### src/rtl/id_stage_hs_pkg.sv
// Shared decode constants for the RV32I ID stage: opcodes, ALU op/select encodings, default widths.
package id_stage_hs_pkg;

    localparam int XLEN_DEF   = 32;
    localparam int REG_AW_DEF = 5;

    localparam logic [6:0] OPC_LUI    = 7'b0110111;
    localparam logic [6:0] OPC_AUIPC  = 7'b0010111;
    localparam logic [6:0] OPC_JAL    = 7'b1101111;
    localparam logic [6:0] OPC_JALR   = 7'b1100111;
    localparam logic [6:0] OPC_BRANCH = 7'b1100011;
    localparam logic [6:0] OPC_LOAD   = 7'b0000011;
    localparam logic [6:0] OPC_STORE  = 7'b0100011;
    localparam logic [6:0] OPC_OP_IMM = 7'b0010011;
    localparam logic [6:0] OPC_OP     = 7'b0110011;

    // ALU op is {inst[30], funct3} for arithmetic; 4'b1111 is reserved for NOP.
    localparam logic [3:0] ALU_ADD = 4'b0000;
    localparam logic [3:0] ALU_SUB = 4'b1000;
    localparam logic [3:0] ALU_NOP = 4'b1111;

    typedef enum logic [2:0] {
        SEL_NOP    = 3'd0,
        SEL_ARITH  = 3'd1,
        SEL_LUI    = 3'd2,
        SEL_AUIPC  = 3'd3,
        SEL_LINK   = 3'd4,
        SEL_LOAD   = 3'd5,
        SEL_STORE  = 3'd6,
        SEL_BRANCH = 3'd7
    } alu_sel_e;

endpackage

### src/rtl/id_decoder_comb.sv
// Pure combinational RV32I instruction-field decoder.
// ID_STAGE_ILLEGAL_TRAP_EN: flag unknown opcodes / bad funct3 as illegal (decoded as NOP).
module id_decoder_comb
    import id_stage_hs_pkg::*;
#(
    parameter int XLEN = XLEN_DEF
) (
    input  logic [31:0]             inst,
    output logic [3:0]              aluop,
    output logic [2:0]              alusel,
    output logic signed [XLEN-1:0]  imm,
    output logic                    use_rs1,
    output logic                    use_rs2,
    output logic                    rd_we,
    output logic                    is_load,
    output logic                    is_store,
    output logic                    is_jal,
    output logic                    illegal
);

    logic [6:0] opc;
    logic [2:0] f3;
    logic signed [XLEN-1:0] imm_i, imm_s, imm_b, imm_u, imm_j;

    assign opc   = inst[6:0];
    assign f3    = inst[14:12];
    assign imm_i = XLEN'($signed(inst[31:20]));
    assign imm_s = XLEN'($signed({inst[31:25], inst[11:7]}));
    assign imm_b = XLEN'($signed({inst[31], inst[7], inst[30:25], inst[11:8], 1'b0}));
    assign imm_u = XLEN'($signed({inst[31:12], 12'b0}));
    assign imm_j = XLEN'($signed({inst[31], inst[19:12], inst[20], inst[30:21], 1'b0}));

`ifdef ID_STAGE_ILLEGAL_TRAP_EN
    logic bad_class;
    always_comb begin
        case (opc)
            OPC_LUI, OPC_AUIPC, OPC_JAL, OPC_OP_IMM, OPC_OP: bad_class = 1'b0;
            OPC_JALR:   bad_class = (f3 != 3'b000);
            OPC_BRANCH: bad_class = (f3[2:1] == 2'b01);
            OPC_LOAD:   bad_class = (f3 == 3'b011) || (f3[2:1] == 2'b11);
            OPC_STORE:  bad_class = f3[2] || (f3 == 3'b011);
            default:    bad_class = 1'b1;
        endcase
    end
    assign illegal = bad_class;
`else
    assign illegal = 1'b0;
`endif

    always_comb begin
        aluop    = ALU_NOP;
        alusel   = SEL_NOP;
        imm      = '0;
        use_rs1  = 1'b0;
        use_rs2  = 1'b0;
        rd_we    = 1'b0;
        is_load  = 1'b0;
        is_store = 1'b0;
        is_jal   = 1'b0;
        case (opc)
            OPC_LUI: begin
                aluop = ALU_ADD; alusel = SEL_LUI; imm = imm_u; rd_we = 1'b1;
            end
            OPC_AUIPC: begin
                aluop = ALU_ADD; alusel = SEL_AUIPC; imm = imm_u; rd_we = 1'b1;
            end
            OPC_JAL: begin
                aluop = ALU_ADD; alusel = SEL_LINK; imm = imm_j; rd_we = 1'b1; is_jal = 1'b1;
            end
            OPC_JALR: begin
                aluop = ALU_ADD; alusel = SEL_LINK; imm = imm_i; rd_we = 1'b1; use_rs1 = 1'b1;
            end
            OPC_BRANCH: begin
                aluop = ALU_SUB; alusel = SEL_BRANCH; imm = imm_b;
                use_rs1 = 1'b1; use_rs2 = 1'b1;
            end
            OPC_LOAD: begin
                aluop = ALU_ADD; alusel = SEL_LOAD; imm = imm_i;
                use_rs1 = 1'b1; rd_we = 1'b1; is_load = 1'b1;
            end
            OPC_STORE: begin
                aluop = ALU_ADD; alusel = SEL_STORE; imm = imm_s;
                use_rs1 = 1'b1; use_rs2 = 1'b1; is_store = 1'b1;
            end
            OPC_OP_IMM: begin
                // Only the shift-right pair distinguishes on inst[30]; elsewhere it is immediate data.
                aluop   = (f3 == 3'b101) ? {inst[30], f3} : {1'b0, f3};
                alusel  = SEL_ARITH; imm = imm_i; use_rs1 = 1'b1; rd_we = 1'b1;
            end
            OPC_OP: begin
                aluop   = {inst[30], f3};
                alusel  = SEL_ARITH; use_rs1 = 1'b1; use_rs2 = 1'b1; rd_we = 1'b1;
            end
            default: ;
        endcase
        if (illegal) begin
            aluop    = ALU_NOP;
            alusel   = SEL_NOP;
            imm      = '0;
            use_rs1  = 1'b0;
            use_rs2  = 1'b0;
            rd_we    = 1'b0;
            is_load  = 1'b0;
            is_store = 1'b0;
            is_jal   = 1'b0;
        end
    end

endmodule

### src/rtl/id_stage_hs.sv
// RV32I decode stage: handshake output register, load scoreboard, N-source forwarding, JAL redirect FSM.
// ID_STAGE_ILLEGAL_TRAP_EN (in id_decoder_comb) enables out_illegal_o; otherwise it stays 0.
module id_stage_hs
    import id_stage_hs_pkg::*;
#(
    parameter int XLEN   = XLEN_DEF,
    parameter int REG_AW = REG_AW_DEF,
    parameter int NUM_FW = 2
) (
    input  logic                     clk,
    input  logic                     rst_n,
    input  logic                     flush_i,
    input  logic                     in_valid_i,
    output logic                     in_ready_o,
    input  logic [31:0]              inst_i,
    input  logic [XLEN-1:0]          pc_i,
    output logic [REG_AW-1:0]        rs1_addr_o,
    output logic [REG_AW-1:0]        rs2_addr_o,
    input  logic [XLEN-1:0]          rs1_data_i,
    input  logic [XLEN-1:0]          rs2_data_i,
    input  logic [NUM_FW-1:0]        fw_valid_i,
    input  logic [NUM_FW*REG_AW-1:0] fw_addr_i,
    input  logic [NUM_FW*XLEN-1:0]   fw_data_i,
    input  logic                     ld_done_i,
    input  logic [REG_AW-1:0]        ld_addr_i,
    input  logic [XLEN-1:0]          ld_data_i,
    output logic                     out_valid_o,
    input  logic                     out_ready_i,
    output logic [3:0]               out_aluop_o,
    output logic [2:0]               out_alusel_o,
    output logic [2:0]               out_funct3_o,
    output logic [XLEN-1:0]          out_imm_o,
    output logic [XLEN-1:0]          out_op1_o,
    output logic [XLEN-1:0]          out_op2_o,
    output logic [REG_AW-1:0]        out_rd_o,
    output logic                     out_rd_we_o,
    output logic                     out_is_load_o,
    output logic                     out_is_store_o,
    output logic [XLEN-1:0]          out_pc_o,
    output logic [XLEN-1:0]          out_jump_pc_o,
    output logic                     out_illegal_o,
    output logic                     redirect_o,
    output logic [XLEN-1:0]          redirect_pc_o
);

    localparam int NREG = 2**REG_AW;
    localparam logic [0:0] ST_RUN   = 1'b0;
    localparam logic [0:0] ST_REDIR = 1'b1;

    function automatic logic [XLEN-1:0] wrap_add(input logic [XLEN-1:0] a,
                                                 input logic signed [XLEN-1:0] b);
        return a + $unsigned(b);
    endfunction

    logic [3:0]             dec_aluop_p0;
    logic [2:0]             dec_alusel_p0;
    logic signed [XLEN-1:0] dec_imm_p0;
    logic                   dec_use_rs1_p0, dec_use_rs2_p0, dec_rd_we_p0;
    logic                   dec_is_load_p0, dec_is_store_p0, dec_is_jal_p0, dec_illegal_p0;
    logic [REG_AW-1:0]      rs1_p0, rs2_p0, rd_p0;
    logic [XLEN-1:0]        op1_p0, rs2_val_p0, op2_p0, jump_pc_p0;
    logic                   haz1_p0, haz2_p0, accept;

    logic [NREG-1:0]        busy;
    logic [0:0]             state;

    logic                   vld_p1, rd_we_p1, is_load_p1, is_store_p1, illegal_p1;
    logic [3:0]             aluop_p1;
    logic [2:0]             alusel_p1, funct3_p1;
    logic [XLEN-1:0]        imm_p1, op1_p1, op2_p1, pc_p1, jump_pc_p1;
    logic [REG_AW-1:0]      rd_p1;
    logic                   redir_p1;
    logic [XLEN-1:0]        redir_pc_p1;

    id_decoder_comb #(.XLEN(XLEN)) u_dec (
        .inst     (inst_i),
        .aluop    (dec_aluop_p0),
        .alusel   (dec_alusel_p0),
        .imm      (dec_imm_p0),
        .use_rs1  (dec_use_rs1_p0),
        .use_rs2  (dec_use_rs2_p0),
        .rd_we    (dec_rd_we_p0),
        .is_load  (dec_is_load_p0),
        .is_store (dec_is_store_p0),
        .is_jal   (dec_is_jal_p0),
        .illegal  (dec_illegal_p0)
    );

    // ---- stage p0: operand select, hazard detection, handshake ----
    assign rs1_p0     = inst_i[15 +: REG_AW];
    assign rs2_p0     = inst_i[20 +: REG_AW];
    assign rd_p0      = inst_i[7 +: REG_AW];
    assign rs1_addr_o = rs1_p0;
    assign rs2_addr_o = rs2_p0;
    assign jump_pc_p0 = wrap_add(pc_i, dec_imm_p0);

    always_comb begin
        op1_p0     = rs1_data_i;
        rs2_val_p0 = rs2_data_i;
        if (ld_done_i && ld_addr_i == rs1_p0) op1_p0     = ld_data_i;
        if (ld_done_i && ld_addr_i == rs2_p0) rs2_val_p0 = ld_data_i;
        // Walk oldest to youngest so the lowest index overrides last.
        for (int i = NUM_FW - 1; i >= 0; i--) begin
            if (fw_valid_i[i] && fw_addr_i[i*REG_AW +: REG_AW] == rs1_p0)
                op1_p0 = fw_data_i[i*XLEN +: XLEN];
            if (fw_valid_i[i] && fw_addr_i[i*REG_AW +: REG_AW] == rs2_p0)
                rs2_val_p0 = fw_data_i[i*XLEN +: XLEN];
        end
        if (rs1_p0 == '0) op1_p0     = '0;
        if (rs2_p0 == '0) rs2_val_p0 = '0;
        op2_p0 = dec_use_rs2_p0 ? rs2_val_p0 : $unsigned(dec_imm_p0);
    end

    // A register is unsafe if a load is in flight past EX, or the load sits in our own output register.
    assign haz1_p0 = dec_use_rs1_p0 && (rs1_p0 != '0) &&
                     ((busy[rs1_p0] && !(ld_done_i && ld_addr_i == rs1_p0)) ||
                      (vld_p1 && is_load_p1 && rd_p1 == rs1_p0));
    assign haz2_p0 = dec_use_rs2_p0 && (rs2_p0 != '0) &&
                     ((busy[rs2_p0] && !(ld_done_i && ld_addr_i == rs2_p0)) ||
                      (vld_p1 && is_load_p1 && rd_p1 == rs2_p0));

    assign in_ready_o = (!vld_p1 || out_ready_i) && !haz1_p0 && !haz2_p0 &&
                        (state == ST_RUN) && !flush_i;
    assign accept     = in_valid_i && in_ready_o;

    // Set after clear so a same-register set wins.
    always_ff @(posedge clk) begin
        if (!rst_n) begin
            busy <= '0;
        end else begin
            if (ld_done_i) busy[ld_addr_i] <= 1'b0;
            if (vld_p1 && out_ready_i && is_load_p1 && rd_p1 != '0) busy[rd_p1] <= 1'b1;
            busy[0] <= 1'b0;
        end
    end

    // ---- stage p1: ID/EX output register ----
    always_ff @(posedge clk) begin
        if (!rst_n) begin
            vld_p1      <= 1'b0;
            aluop_p1    <= '0;
            alusel_p1   <= '0;
            funct3_p1   <= '0;
            imm_p1      <= '0;
            op1_p1      <= '0;
            op2_p1      <= '0;
            rd_p1       <= '0;
            rd_we_p1    <= 1'b0;
            is_load_p1  <= 1'b0;
            is_store_p1 <= 1'b0;
            pc_p1       <= '0;
            jump_pc_p1  <= '0;
            illegal_p1  <= 1'b0;
        end else if (flush_i) begin
            vld_p1 <= 1'b0;
        end else if (accept) begin
            vld_p1      <= 1'b1;
            aluop_p1    <= dec_aluop_p0;
            alusel_p1   <= dec_alusel_p0;
            funct3_p1   <= inst_i[14:12];
            imm_p1      <= $unsigned(dec_imm_p0);
            op1_p1      <= op1_p0;
            op2_p1      <= op2_p0;
            rd_p1       <= rd_p0;
            rd_we_p1    <= dec_rd_we_p0;
            is_load_p1  <= dec_is_load_p0;
            is_store_p1 <= dec_is_store_p0;
            pc_p1       <= pc_i;
            jump_pc_p1  <= jump_pc_p0;
            illegal_p1  <= dec_illegal_p0;
        end else if (out_ready_i) begin
            vld_p1 <= 1'b0;
        end
    end

    always_ff @(posedge clk) begin
        if (!rst_n) begin
            state       <= ST_RUN;
            redir_p1    <= 1'b0;
            redir_pc_p1 <= '0;
        end else if (flush_i || state == ST_REDIR) begin
            state    <= ST_RUN;
            redir_p1 <= 1'b0;
        end else if (accept && dec_is_jal_p0) begin
            state       <= ST_REDIR;
            redir_p1    <= 1'b1;
            redir_pc_p1 <= jump_pc_p0;
        end
    end

    assign out_valid_o    = vld_p1;
    assign out_aluop_o    = aluop_p1;
    assign out_alusel_o   = alusel_p1;
    assign out_funct3_o   = funct3_p1;
    assign out_imm_o      = imm_p1;
    assign out_op1_o      = op1_p1;
    assign out_op2_o      = op2_p1;
    assign out_rd_o       = rd_p1;
    assign out_rd_we_o    = rd_we_p1;
    assign out_is_load_o  = is_load_p1;
    assign out_is_store_o = is_store_p1;
    assign out_pc_o       = pc_p1;
    assign out_jump_pc_o  = jump_pc_p1;
    assign out_illegal_o  = illegal_p1;
    assign redirect_o     = redir_p1;
    assign redirect_pc_o  = redir_pc_p1;

endmodule

### config.mk
export PLATFORM = sky130hd
export DESIGN_NAME = id_stage_hs
export DESIGN_NICKNAME = d
export VERILOG_FILES = /design/src/rtl/id_stage_hs_pkg.sv /design/src/rtl/id_decoder_comb.sv /design/src/rtl/id_stage_hs.sv
export SDC_FILE = /design/constraint.sdc
export NUM_CORES = 1
export LEC_CHECK = 0
export CAP_MARGIN = 25
export CORE_ASPECT_RATIO = 1.25
export CORE_UTILIZATION = 30
export DETAILED_ROUTE_END_ITERATION = 10
export DONT_BUFFER_PORTS = 1
export SKIP_LAST_GASP = 1
export SYNTH_ARGS = -nofsm -noshare
export SYNTH_HDL_FRONTEND = slang
export SYNTH_SLANG_ARGS = --single-unit
### constraint.sdc
create_clock -name clk -period 5.3 [get_ports clk]
set_input_delay 1.325 -clock clk [delete_from_list [all_inputs] [get_ports clk]]
set_output_delay 1.325 -clock clk [all_outputs]
set_load 0.02 [all_outputs]
==> results of run 1 <==
-- worst reg2reg max path, cell delays in order, from the launching register on --
cell      delay, ns
dfxtp_1        0.87
xor2_1         0.23
nor4_1         0.08
nand4_1        0.09
o211a_2        0.26
o2111a_2       0.54
buf_4          0.60
nor2_1         0.15
a211oi_2       0.22
-- through the flow --
step	setup slack, ns	instances	power, W	utilization
2_1_floorplan	0.389	1982	0.00254	-
3_3_place_gp	0.294	2500	0.00267	0.314
3_5_place_dp	0.265	2501	0.00268	0.314
4_1_cts	0.847	2552	0.00472	0.334
5_1_grt	0.585	2557	0.00486	0.335
6_report	0.774	2557	0.00469	0.335
-- kinds of logic (layout without fill, tap and decap cells) --
kind of cell,Yosys count,in the layout,share of synthesized area
adder cells (fa/ha/maj),32,32,0.0278
flip-flops,243,243,0.331
other,1,4,0.000255
multiplexers,25,25,0.0298
AO/OA/AOI/OAI,643,643,0.272
buffers and inverters,223,151,0.0680
AND/OR/NAND/NOR,759,759,0.238
XOR/XNOR,56,56,0.0334
-- area by class of cell --
| type | count | area [um2] | area share |
|---|---|---|---|
| diodes | 3 | 7.51 | 0.000464 |
| repair buffers | 65 | 563 | 0.0348 |
| well taps | 644 | 806 | 0.0498 |
| flip-flops and latches | 243 | 4860 | 0.301 |
| clock buffers | 35 | 778 | 0.0481 |
| inverters | 35 | 136 | 0.00843 |
| multi-input cells | 1516 | 8840 | 0.547 |
| clock inverters | 16 | 174 | 0.0108 |
-- metal layers --
layer | vias up | track usage | share of wire
met5 | - | 0 | 0
met4 | 0 | 0.115 | 0.049
met3 | 180 | 0.0653 | 0.099
met2 | 892 | 0.431 | 0.47
met1 | 7248 | 0.297 | 0.38
li1 | 6941 | - | -
-- sequential cells by signal (all words and copies together), names as in the netlist --
name / cells
out_rd_we_o: 1
out_op2_o: 32
out_alusel_o: 3
redirect_pc_o: 32
out_is_store_o: 1
out_rd_o: 5
out_funct3_o: 3
busy: 31
out_valid_o: 1
out_imm_o: 32
redirect_o: 1
out_pc_o: 32
out_jump_pc_o: 32
out_is_load_o: 1
out_op1_o: 32
out_aluop_o: 4
-- worst paths after layout --
path / from / endpoint / slack, ns / depth (start not counted)
worst min-delay path: busy[15]$_SDFF_PN0_ / busy[15]$_SDFF_PN0_ / 0.49 / 2
worst max register to register: out_rd_o[4]$_SDFFE_PN0P_ / out_imm_o[21]$_SDFFE_PN0P_ / 2.18 / 8
worst min register to register: busy[15]$_SDFF_PN0_ / busy[15]$_SDFF_PN0_ / 0.49 / 2
worst max-delay path: inst_i[2] / out_jump_pc_o[28]$_SDFFE_PN0P_ / 0.77 / 15
-- cells in the mapped netlist (9+ instances only) --
| cell type | count |
|---|---|
| inv_1 | 35 |
| xnor2_1 | 30 |
| nand2_1 | 258 |
| o21ai_1 | 51 |
| nand3_1 | 96 |
| o21ai_0 | 110 |
| a211oi_2 | 23 |
| dfxtp_1 | 243 |
| ha_1 | 31 |
| xor2_1 | 26 |
| nor2_1 | 172 |
| a21oi_1 | 268 |
| and2_1 | 19 |
| clkbuf_1 | 122 |
| nor3_1 | 117 |
| a221oi_1 | 9 |
| buf_4 | 27 |
| mux4_2 | 15 |
| a211oi_1 | 13 |
| mux2i_1 | 10 |
| a311oi_1 | 64 |
| nand4_1 | 10 |
| and3_1 | 15 |
| a21o_1 | 18 |
| nand3b_1 | 10 |
| buf_2 | 30 |
| o22ai_1 | 27 |
-- power by group through the flow --
stage / combinational [W] / clock (W) / sequential, W
5_1_grt: 0.000648 / 0.00215 / 0.00206
3_5_place_dp: 0.000584 / 0 / 0.00210
3_3_place_gp: 0.000572 / 0 / 0.00210
4_1_cts: 0.000586 / 0.00208 / 0.00206
2_1_floorplan: 0.000478 / 0 / 0.00206
6_report: 0.000597 / 0.00203 / 0.00206
==> results.yml, run 1 <==
status:
  status: "completed"
power:
  p_comb_frac: 0.127
  p_sw_w: 0.00142
  p_int_w: 0.00326
  clkPwrFrac: 0.434
  p_leak_nw: 5.76
  swShare: 0.304
  p_per_area_nw_per_um2: 290
  vdd_ir_drop_max_uv: 122
  seq_power_share: 0.439
global_routing:
  grt_usage: 0.254
  grt_antenna_before_repair: 4
  grt_pass1_wl_mm: 95.2
  grt_pass1_vias: 14500
  grt_max_degree: 123
  grt_overflow_total: 0
clocking:
  path_clk_slew_ns: 0.06
  cts.path.max_buffers: 3
  cts_resized: 0
  cts_tree: "built"
  postCtsHoldBufs: 0
  cts_max_level: 1
  clkSinkCount: 243
  cts_buffers: 29
  root_buffer: "clkbuf_16"
  clk_latency_ns: 0.57
  post_cts_buffers: 0
sta:
  finalSetupTns_ns: 0
  finalSetupViolations: 0
  holdWs_ns: 0.492
  finClkSkew_ns: 0.0126
  rsz0062_at_grt: "no"
  finalCriticalPeriod_ns: 4.53
  final_hold_viol_count: 0
  slew_headroom: 0.232
  tightest_slew_ns: 1.15
  fmaxAchievable_mhz: 221
  fin_crit_sh: 0.854
  drv_slew: 0
flow_run:
  maxCapViolCount: 0
logic_synthesis:
  seq_area_frac_synth: 0.331
  ys.flop_type: "dfxtp_1"
  netlist_area_um2: 14700
  synth_nets: 2261
  async_flop_share: 0
  synth_top_cell_by_area: "dfxtp_1"
  synth.avg_cell_area_um2: 7.41
  yosysWarnings: 0
  netlist_top_cells_area: "dfxtp_1, a21oi_1, nand2_1, nor2_1, nor3_1"
  syn_inst: 1982
  ys_seq_elements: 243
  yosysUniqueCellTypes: 73
  synth_edf_count: 0
  synth_top_area_frac: 0.331
setup_path:
  crit_buf_inv: 1
  crit_chain: "and4bb_2 -> and2_1 -> nand2_1 -> o21ai_0 -> ha_1 -> inv_1 -> fa_1 -> nand2b_1 -> a21oi_1 -> o31ai_1 -> a21oi_1 -> a31oi_1 -> a211oi_1 -> or4_1 -> o2111ai_1"
  arrival_ns: 4.95
  slowest_stage: "a211oi_1"
  end_kind: "flip-flop"
  cp_slowest_stage_delay_ns: 0.47
  path_common_cell: "a21oi_1"
  cp-start-kind: "input port"
  path_delay_family: "compound AO/OA/AOI/OAI gates"
  crit_type: "input port to flip-flop"
  path_max_fanout: 9
  worst_ep_required_time_ns: 5.72
route:
  wirelength_mm: 66.9
  route.vias.total: 15300
  postRouteAntennaNets: 0
  drt-vias-per-instance: 5.97
  firstDrtPassIters: 6
  drc: 0
  drt_iter0_drc: 1277
  wl_per_cell_um: 26.1
final_layout:
  final_common_cell: "a21oi_1"
  num-fill-cells: 5122
  area_delta_synth_final_pct: 10.2
  layout.nets: 2169
  layout-drive-gt1-share: 0.0906
  stdcell_area_um2: 16200
  final_cell_mix: "a21oi_1, nand2_1, dfxtp_1"
floorplanning:
  die_y_um: 249
  num_io_pins: 471
  start_util: 0.304
  die-area_um2: 49800
  coreArea_um2: 48300
  rows: 90
  dieWidth_um: 200
placement:
  portBuffers: 0
  hpwl_mm: 49.8
  gp_congestion: 0.935
  placed_cell_area_um2: 15200
hold_path:
  hp-class: "flip-flop to flip-flop"
Note: power is estimated with default switching activity, not from simulation.
==> run 2: changes to the inputs <==
--- a/config.mk
+++ b/config.mk
@@ -10,6 +10,7 @@
 export CORE_UTILIZATION = 30
 export DETAILED_ROUTE_END_ITERATION = 10
 export DONT_BUFFER_PORTS = 1
+export REMOVE_ABC_BUFFERS = 1
 export SKIP_LAST_GASP = 1
 export SYNTH_ARGS = -nofsm -noshare
 export SYNTH_HDL_FRONTEND = slang
==> run 2 against run 1 <==
Compared with the run above:
- final cell count fell by 0.16%
- sequential power barely moved
- clock skew fell by 0.0016 ns
- routed wire length fell by 4.3%
- power rose by 1.5%
- worst hold slack got worse by 0.0023 ns
- clock-buffer cell count rose by 2
==> results.yml, run 2 (synthesis results as in run 1) <==
setup_path:
  cp_slowest_stage_delay_ns: 0.67
  path_max_fanout: 10
  crit_cells: 13
  arrival_ns: 5.30
  path_common_cell: "a21oi_1"
  timing.rr.start: "out_rd_o[3]$_SDFFE_PN0P_"
  cp-start-kind: "input port"
  path_delay_family: "compound AO/OA/AOI/OAI gates"
  end_kind: "flip-flop"
  r2r_end: "out_jump_pc_o[30]$_SDFFE_PN0P_"
  crit_chain: "nor2b_1 -> nand3_1 -> a21oi_1 -> and2_1 -> ha_1 -> o211ai_1 -> a21oi_1 -> o31ai_1 -> a21oi_1 -> a31oi_1 -> a211oi_1 -> or4_1 -> o2111ai_1"
  worst_ep_required_time_ns: 5.77
  r2r_cells: 8
  crit_buf_inv: 0
  r2r_slack_ns: 1.69
  slowest_stage: "a21oi_1"
  crit_type: "input port to flip-flop"
floorplanning:
  die_y_um: 249
  num_io_pins: 471
  rows: 90
  coreArea_um2: 48300
  dieWidth_um: 200
  die-area_um2: 49800
  start_util: 0.304
placement:
  hpwl_mm: 47.4
  gp_congestion: 0.957
  portBuffers: 0
clocking:
  cts_buffers: 28
  cts_resized: 0
  postCtsHoldBufs: 0
  clkSinkCount: 243
  path_clk_slew_ns: 0.06
  post_cts_buffers: 0
  cts_tree: "built"
  cts.path.max_buffers: 3
  clk_latency_ns: 0.56
  root_buffer: "clkbuf_16"
  cts_max_level: 1
power:
  clkPwrFrac: 0.446
  p_leak_nw: 5.76
  seq_power_share: 0.432
  p_sw_w: 0.00137
  p_per_area_nw_per_um2: 294
  p_int_w: 0.00338
  vdd_ir_drop_max_uv: 183
  swShare: 0.289
  p_comb_frac: 0.123
global_routing:
  grt_pass1_wl_mm: 92.5
  grt_pass1_vias: 14400
  grt_antenna_before_repair: 1
  grt_max_degree: 120
  grt_overflow_total: 0
  grt_usage: 0.246
hold_path:
  hp-class: "flip-flop to flip-flop"
  worstHoldEndpoint: "busy[24]$_SDFF_PN0_"
  hp-start: "busy[24]$_SDFF_PN0_"
  holdPathStages: 2
flow_run:
  maxCapViolCount: 0
final_layout:
  layout-drive-gt1-share: 0.0896
  fin_util: 0.335
  final_common_cell: "a21oi_1"
  final_cell_mix: "a21oi_1, nand2_1, dfxtp_1"
  layout.nets: 2165
  area_delta_synth_final_pct: 10.1
sta:
  finalSetupViolations: 0
  fmaxAchievable_mhz: 207
  finalCriticalPeriod_ns: 4.82
  final_hold_viol_count: 0
  slew_headroom: 0.263
  finalSetupTns_ns: 0
  tightest_slew_ns: 1.10
  holdWs_ns: 0.490
  finClkSkew_ns: 0.0109
  drv_slew: 0
  rsz0062_at_grt: "no"
  fin_crit_sh: 0.910
route:
  wirelength_mm: 64.0
  wl_per_cell_um: 25.1
  firstDrtPassIters: 8
  drc: 0
  drt-vias-per-instance: 5.90
  postRouteAntennaNets: 0
  drt_iter0_drc: 1364
  route.vias.total: 15100
status:
  status: "completed"
run 2: cell types whose count changed in the layout (fill, tap and decap cells not counted), moves of 2 or more:
cell       previous run  this run
buf_12                4         2
clkbuf_8              3         6
diode_2               3         1
clkinv_4              4         6
bufinv_16             2         4
inv_6                 8         1
clkinv_2              2         4
run 2: worst reg2reg max path: stages, from the launching register on:
cell and delay, ns:
dfxtp_1 0.81, xnor2_1 0.16, and3_1 0.21, nand4_1 0.08
o211a_2 0.27, o2111a_2 0.54, buf_4 0.81, nand2_1 0.45
o21ai_1 0.21
run 2: worst max-delay path by stage:
stage	endpoint	from	slack (ns)
after floorplan	redirect_pc_o[31]$_SDFFE_PN0P_	inst_i[15]	-0.67
after global placement	redirect_pc_o[21]$_SDFFE_PN0P_	inst_i[2]	0.03
after detailed placement	redirect_pc_o[28]$_SDFFE_PN0P_	inst_i[5]	-0.006
after CTS	redirect_pc_o[28]$_SDFFE_PN0P_	inst_i[5]	0.60
after global routing	redirect_pc_o[28]$_SDFFE_PN0P_	inst_i[5]	0.22
final	redirect_pc_o[28]$_SDFFE_PN0P_	inst_i[5]	0.48
run 2: layout make-up:
cell class	instances	area, um2
Antenna cell	1	2.50
Multi-Input combinational cell	1516	8840
Clock buffer	37	816
Inverter	35	136
Tap cell	644	806
Clock inverter	15	200
Fill cell	5110	32100
Sequential cell	243	4860
Timing Repair Buffer	62	495
run 2: per-layer routing:
layer  track usage  up-vias  part of all wire
met4         0.124        0             0.056
met3        0.0601      221             0.094
met2         0.412      829              0.47
met5             0        -                 0
li1              -     6945                 -
met1         0.289     7061              0.38
run 2: power groups by stage:
stage	clock [W]	sequential (W)	combinational (W)
2_1_floorplan	0	0.00206	0.000409
3_3_place_gp	0	0.00209	0.000564
3_5_place_dp	0	0.00209	0.000574
4_1_cts	0.00217	0.00205	0.000575
5_1_grt	0.00224	0.00206	0.000638
6_report	0.00212	0.00205	0.000583
run 2: stage by stage:
stage / std cells / setup slack, ns / total power (W) / cell area, um2
detailed placement: 2498 / -0.00643 / 0.00267 / 15100
CTS: 2550 / 0.598 / 0.00480 / 16100
floorplan: 1794 / -0.668 / 0.00247 / 13800
finish: 2553 / 0.476 / 0.00476 / 16200
global route: 2553 / 0.221 / 0.00494 / 16200
global placement: 2497 / 0.0312 / 0.00266 / 15100
